**src/rtl/decode_scan_nto1hot.sv**
```systemverilog
// Registered binary-to-one-hot select decoder with a DIRECT (validated code) mode
// and a free-running SCAN mode that dwells TICK_DIV cycles on each output.
module decode_scan_nto1hot #(
  parameter int unsigned SEL_W    = 3,
  parameter int unsigned NUM_OUT  = 8,
  parameter int unsigned TICK_DIV = 50000,
  parameter int unsigned ACT_LOW  = 0
) (
  input  logic               sys_clk,
  input  logic               sys_rst,
  input  logic               pi_en,
  input  logic               pi_mode,
  input  logic               pi_valid,
  input  logic [SEL_W-1:0]   pi_data,
  output logic [NUM_OUT-1:0] po_data,
  output logic [SEL_W-1:0]   po_index,
  output logic               po_valid,
  output logic               po_err
);

  localparam int unsigned CntW = (TICK_DIV > 1) ? $clog2(TICK_DIV) : 1;
  localparam logic [CntW-1:0] CntMax = CntW'(TICK_DIV - 1);
  localparam logic [SEL_W-1:0] IdxMax = SEL_W'(NUM_OUT - 1);
  localparam logic [NUM_OUT-1:0] Inact = (ACT_LOW != 0) ? '1 : '0;

  typedef enum logic [1:0] {StIdle, StDirect, StScan} state_e;

  state_e             state_q, state_d;
  logic [CntW-1:0]    cnt_q, cnt_d;
  logic [SEL_W-1:0]   idx_q, idx_d;
  logic [NUM_OUT-1:0] data_q, data_d;
  logic               valid_q, valid_d;
  logic               err_q, err_d;
  logic [SEL_W-1:0]   idx_next;
  logic               code_ok;

  function automatic logic [NUM_OUT-1:0] onehot(input logic [SEL_W-1:0] idx);
    onehot = Inact ^ (NUM_OUT'(1) << idx);
  endfunction

  // One extra bit so NUM_OUT == 2**SEL_W compares correctly.
  assign code_ok  = ({1'b0, pi_data} < (SEL_W + 1)'(NUM_OUT));
  assign idx_next = (idx_q == IdxMax) ? '0 : idx_q + SEL_W'(1);

  always_comb begin
    state_d = state_q;
    cnt_d   = cnt_q;
    idx_d   = idx_q;
    data_d  = data_q;
    valid_d = 1'b0;
    err_d   = 1'b0;
    if (!pi_en) begin
      state_d = StIdle;
      cnt_d   = '0;
      idx_d   = '0;
      data_d  = Inact;
    end else if (pi_mode) begin
      state_d = StScan;
      if (state_q != StScan) begin
        // Fresh entry always restarts at output 0 with a new dwell.
        cnt_d   = '0;
        idx_d   = '0;
        data_d  = onehot('0);
        valid_d = 1'b1;
      end else if (cnt_q == CntMax) begin
        cnt_d   = '0;
        idx_d   = idx_next;
        data_d  = onehot(idx_next);
        valid_d = 1'b1;
      end else begin
        cnt_d = cnt_q + CntW'(1);
      end
    end else begin
      state_d = StDirect;
      cnt_d   = '0;
      if (pi_valid) begin
        if (code_ok) begin
          idx_d   = pi_data;
          data_d  = onehot(pi_data);
          valid_d = 1'b1;
        end else begin
          data_d = Inact;
          err_d  = 1'b1;
        end
      end
    end
  end

  always_ff @(posedge sys_clk) begin
    if (sys_rst) begin
      state_q <= StIdle;
      cnt_q   <= '0;
      idx_q   <= '0;
      data_q  <= Inact;
      valid_q <= 1'b0;
      err_q   <= 1'b0;
    end else begin
      state_q <= state_d;
      cnt_q   <= cnt_d;
      idx_q   <= idx_d;
      data_q  <= data_d;
      valid_q <= valid_d;
      err_q   <= err_d;
    end
  end

  assign po_data  = data_q;
  assign po_index = idx_q;
  assign po_valid = valid_q;
  assign po_err   = err_q;

endmodule

```
**config.mk**
```make
export PLATFORM = sky130hd
export DESIGN_NAME = decode_scan_nto1hot
export DESIGN_NICKNAME = d
export VERILOG_FILES = /design/src/rtl/decode_scan_nto1hot.sv
export SDC_FILE = /design/constraint.sdc
export NUM_CORES = 1
export LEC_CHECK = 0
export CAP_MARGIN = 20
export CORE_MARGIN = 4
export CORE_UTILIZATION = 55
export DETAILED_ROUTE_END_ITERATION = 10
export HOLD_SLACK_MARGIN = 0.1
export PLACE_DENSITY = 0.81
export SLEW_MARGIN = 15
export SYNTH_ARGS = -nofsm -noshare
export SYNTH_HDL_FRONTEND = slang
export SYNTH_SLANG_ARGS = --single-unit
```
**constraint.sdc**
```tcl
create_clock -name sys_clk -period 5.1 [get_ports sys_clk]
set_input_delay 0.765 -clock sys_clk [delete_from_list [all_inputs] [get_ports sys_clk]]
set_output_delay 0.765 -clock sys_clk [all_outputs]
set_load 0.01 [all_outputs]
```
== Word level (Yosys, flattened, before mapping) ==
Index checks and enable logic that the tools add are counted.
Operators by class
  reductions and logical operators: 4
  multiplexer cells: 14
  $mul: 0
  add/sub/neg operators: 2
  shift-type cells: 2
  div/mod/pow operators: 0
  bitwise operators: 2
  $lt $le $gt $ge: 0
  equality and inequality tests: 4
Operator list (count)
  $mux W8: 4
  $add A16 B1 Y16 const B: 1
  $eq A16 B16 Y1 const B: 1
  $shl A1 B3 Y8 const A: 2
  $mux W3: 5
  $reduce_or A5 Y1: 1
  $mux W1: 4
  $add A3 B1 Y3 const B: 1
  $eq A3 B3 Y1 const B: 1
  $ne A3 B1 Y1 const B: 1
  $mux W2: 1
  $ne A2 B2 Y1 const B: 1
  $not A1 Y1: 2
  $reduce_and A2 Y1: 1
  $reduce_bool A2 Y1: 1
  $reduce_or A2 Y1: 1
Storage, ports and cells
  logic and storage cells: 33
  register bits after elaboration: 30
  output and inout bits: 13
  bits in writable memories: 0
  input bits: 8
  memories: 0
  memory bits (read-only): 0
  bits in latches: 0

== Logic depth before layout (Yosys ltp) ==
  depth in word-level cells: 6
  depth in mapped cells: 7
  gate-level depth less buffers: 6

== Worst setup path after synthesis ==
Ideal clock, no wire load.
  path kind: input to register
  start point: input port pi_mode
  end point: register data_q[2], in the netlist po_data[2]
  library setup time: 72 ps
  data arrival time: 1803 ps
  path buffers: 1
  slack: 3226 ps
  stages on the path: 5
  data required time: 5028 ps
  cells stage by stage: clkbuf_1 -> nor4bb_1 -> a22o_1 -> nand2_1 -> mux2i_1
On the way
  longest elaborated chain between the ends: 2
  elaborated cells on any way between the ends: 4
  those cells by class: eq/ne (1); mux (1); reduce/logical (2)
Ends and longest elaborated chain
  start: declaration: RTL line 12  | input logic pi_mode,
  $ne A3 B1 Y1 (no line) / $reduce_bool A2 Y1 (equally long branches)
  $reduce_and A2 Y1 (no line)
  end signal: assignment: RTL line 94  | data_q <= Inact;
  end signal: assignment: RTL line 101  | data_q <= data_d;
  end: declaration: RTL line 31  | logic [NUM_OUT-1:0] data_q, data_d;
Parallel ways exist; a longest one is shown, timed or not.
A chain may end at the register's enable or synchronous reset.

== Worst setup path after layout ==
  start point: input port pi_mode
  end point: register idx_q[1], in the netlist po_index[1]
On the way
  longest elaborated chain between the ends: 2
  elaborated cells on any way between the ends: 4
  those cells by class: eq/ne (1); mux (1); reduce/logical (2)
Ends and longest elaborated chain
  $ne A3 B1 Y1 (no line) / $reduce_bool A2 Y1 (equally long branches)
  $reduce_and A2 Y1 (no line)
  end signal: assignment: RTL line 100  | idx_q <= idx_d;
  end: declaration: RTL line 30  | logic [SEL_W-1:0] idx_q, idx_d;
Parallel ways exist; a longest one is shown, timed or not.

==> results.yml <==
sta:
  grt_setup_unrepaired: "no"
  clock_skew_ns: 0.0100
  setup_viol: 0
  timing.final.crit_share_pct: 47.9
  final-hold-violation-count: 0
  fmax_ghz: 0.409
  report.final.slew_viol_count: 0
  finalCriticalPeriod_ns: 2.44
  slew_headroom_pct: 51.1
  setup_tns_ns: 0
  setup_ws_ns: 2.66
  worst_pin_slew_ns: 0.734
hold_path:
  min_to: "cnt_q[0]"
  hold_start: "cnt_q[0]"
  holdPathStages: 1
  hp-class: "reg2reg"
clocking:
  htree_levels: 2
  clock_sink_count: 30
  path_clk_slew_ns: 0.09
  post-cts-setup-buffer-count: 0
  cts_tree: "done"
  clk_path_buf_depth: 2
  cts_resized: 0
  clock_latency_ns: 0.33
  ctsHoldBuffers: 0
  cts.root.buffer_cell: "clkbuf_4"
  numCtsBuffers: 5
global_routing:
  grt.total_usage_pct: 18.5
  antenna_found_initial: 0
  use_met1_pct: 20.4
  grt_pass1_wl_um: 4930
  grt_start_max_net_pins: 19
  met3_usage_pct: 6.38
  gr-total-overflow: 0
  busiest_layer: "met2"
  grt_pass1_vias: 1134
  met2_usage_pct: 31.5
worst_setup_path:
  critPathRequiredTime_ns: 5.29
  r2r_cells: 4
  critical_path_class: "in2reg"
  timing.rr.end: "po_index[1]"
  r2r_slack_ns: 3.09
  r2r-start: "cnt_q[4]"
  worstPathArrival_ns: 2.63
  critPathLaunchType: "input port"
  end_kind: "flop"
  crit_fanout: 12
place:
  hpwl_um: 2180
  portBuffers: 19
  dpl-instance-area_mm2: 0.00170
  gp_congestion: 0.905
  dp_slack_ns: 2.32
floorplan:
  std_cell_rows: 18
  num_io_pins: 21
  die_w_um: 60.7
  coreArea_mm2: 0.00257
  fp.dieH_um: 60.7
  dieArea_mm2: 0.00368
  start_util_pct: 59.4
synthesis:
  synthesis.nets: 184
  synth_cells: 168
  synth-seq-cells: 30
  yosys-top-cells-area: "dfxtp_1 39%, ha_1 6.6%, mux2i_1 5.9%, nor2_1 5.2%, xor2_1 5.2%"
  synth_area_mm2: 0.00153
  synth_edf_count: 0
  synth-async-reset-ratio_pct: 0
  yosysSeqAreaShare_pct: 39.4
  ys.flop_type: "dfxtp_1"
  synth_top_area_share_pct: 39.4
  syn_area_per_cell_um2: 9.08
  yosysTopAreaCell: "dfxtp_1"
  yosys_warnings: 0
  ys_types: 37
detailed_routing:
  drc: 0
  finalWirelength_um: 2880
  first_pass_iters: 4
  num_vias: 1201
  ant_nets: 0
  wire_per_inst_um: 13.4
  drt-initial-drc-count: 30
  vias_per_cell: 5.59
final_layout:
  final_area_mm2: 0.00176
  num_antenna_cells: 0
  nFillCells: 216
  syn_to_final_growth_pct: 15.3
  layout_common_cells: "30 x dfxtp_1, 21 x nor2_1, 19 x nand2_1, 19 x clkdlybuf4s50_1"
  drive_above_1_share_pct: 6.49
  layout_commonest_cell: "dfxtp_1"
  post-route-util_pct: 68.5
  fin_nets: 202
power_and_ir_drop:
  power.leakage_nw: 0.654
  power.density_mw_per_mm2: 235
  ir_drop_mv: 0.194
flow_run:
  maxCapViolCount: 0
outcome:
  outcome: "finished clean"
cells in the mapped netlist (2+ instances only):
master,count
dfxtp_1,30
nor2_1,21
nand2_1,19
mux2i_1,9
xor2_1,9
ha_1,8
nor2b_1,6
a22o_1,5
clkbuf_1,5
inv_1,5
nand3_1,5
nand4_1,5
and3_1,4
a21oi_1,3
a221oi_1,3
o21ai_0,3
or3_1,3
a32o_1,2
buf_6,2
nand2b_1,2
or4b_4,2
xnor2_1,2
power breakdown:
group	internal [mW]	leakage, nW	switching, mW
clock network	0.0620	0.0302	0.0754
logic	0.0182	0.382	0.0182
registers	0.237	0.243	0.00264
worst max path at each step:
stage | from | endpoint | slack [ns] | depth (start not counted)
after floorplan | pi_mode | po_data[2] | 3.23 | 5
after global placement | pi_mode | po_index[1] | 2.38 | 5
after detailed placement | pi_mode | po_index[1] | 2.32 | 5
after CTS | pi_mode | po_index[1] | 2.68 | 5
after global routing | pi_mode | po_index[0] | 2.53 | 5
final | pi_mode | po_index[1] | 2.66 | 5
critical path, stage by stage:
cell and delay [ns]:
clkdlybuf4s50_1 0.68, nand2_1 0.11, or2_2 0.32, o22ai_2 0.56, a221oi_1 0.20
sequential cells by signal, summed over array words and instances (netlist names):
name / count
state_q: 2
po_valid: 1
po_index: 3
po_data: 8
cnt_q: 16
area by class of cell:
class                      count  area (um2)  area share (%)
multi-input combinational    124         852            48.5
sequential                    30         601            34.2
timing repair buffer          20         198            11.2
clock buffer                   6        51.3            2.92
tap                           30        37.5            2.14
inverter                       5        18.8            1.07
cell families (layout without fill, tap and decap cells):
logic type      after synthesis  in the layout  synth area share (%)
simple gates                 75             75                  26.6
flops                        30             30                  39.4
compound gates               20             20                  10.3
buf+inv                      14             31                  4.76
xor+xnor                     11             11                  6.32
mux                           9              9                  5.91
fa+ha+maj                     8              8                  6.56
other cells                   1              1                 0.246
per-stage QoR:
step           power, mW  instances  hold WS (ns)
2_1_floorplan      0.267        168         0.412
3_3_place_gp       0.280        208         0.428
3_5_place_dp       0.281        208         0.431
4_1_cts            0.419        214         0.445
5_1_grt            0.436        215         0.479
6_report           0.413        215         0.444
routing by layer:
metal | vias to the layer above | part of all wire (%)
met5 | - | 0
met2 | 25 | 50
met3 | 6 | 4.5
met4 | 0 | 1.3
met1 | 553 | 44
li1 | 617 | -
No activity file was read; power rests on OpenSTA's default activity.
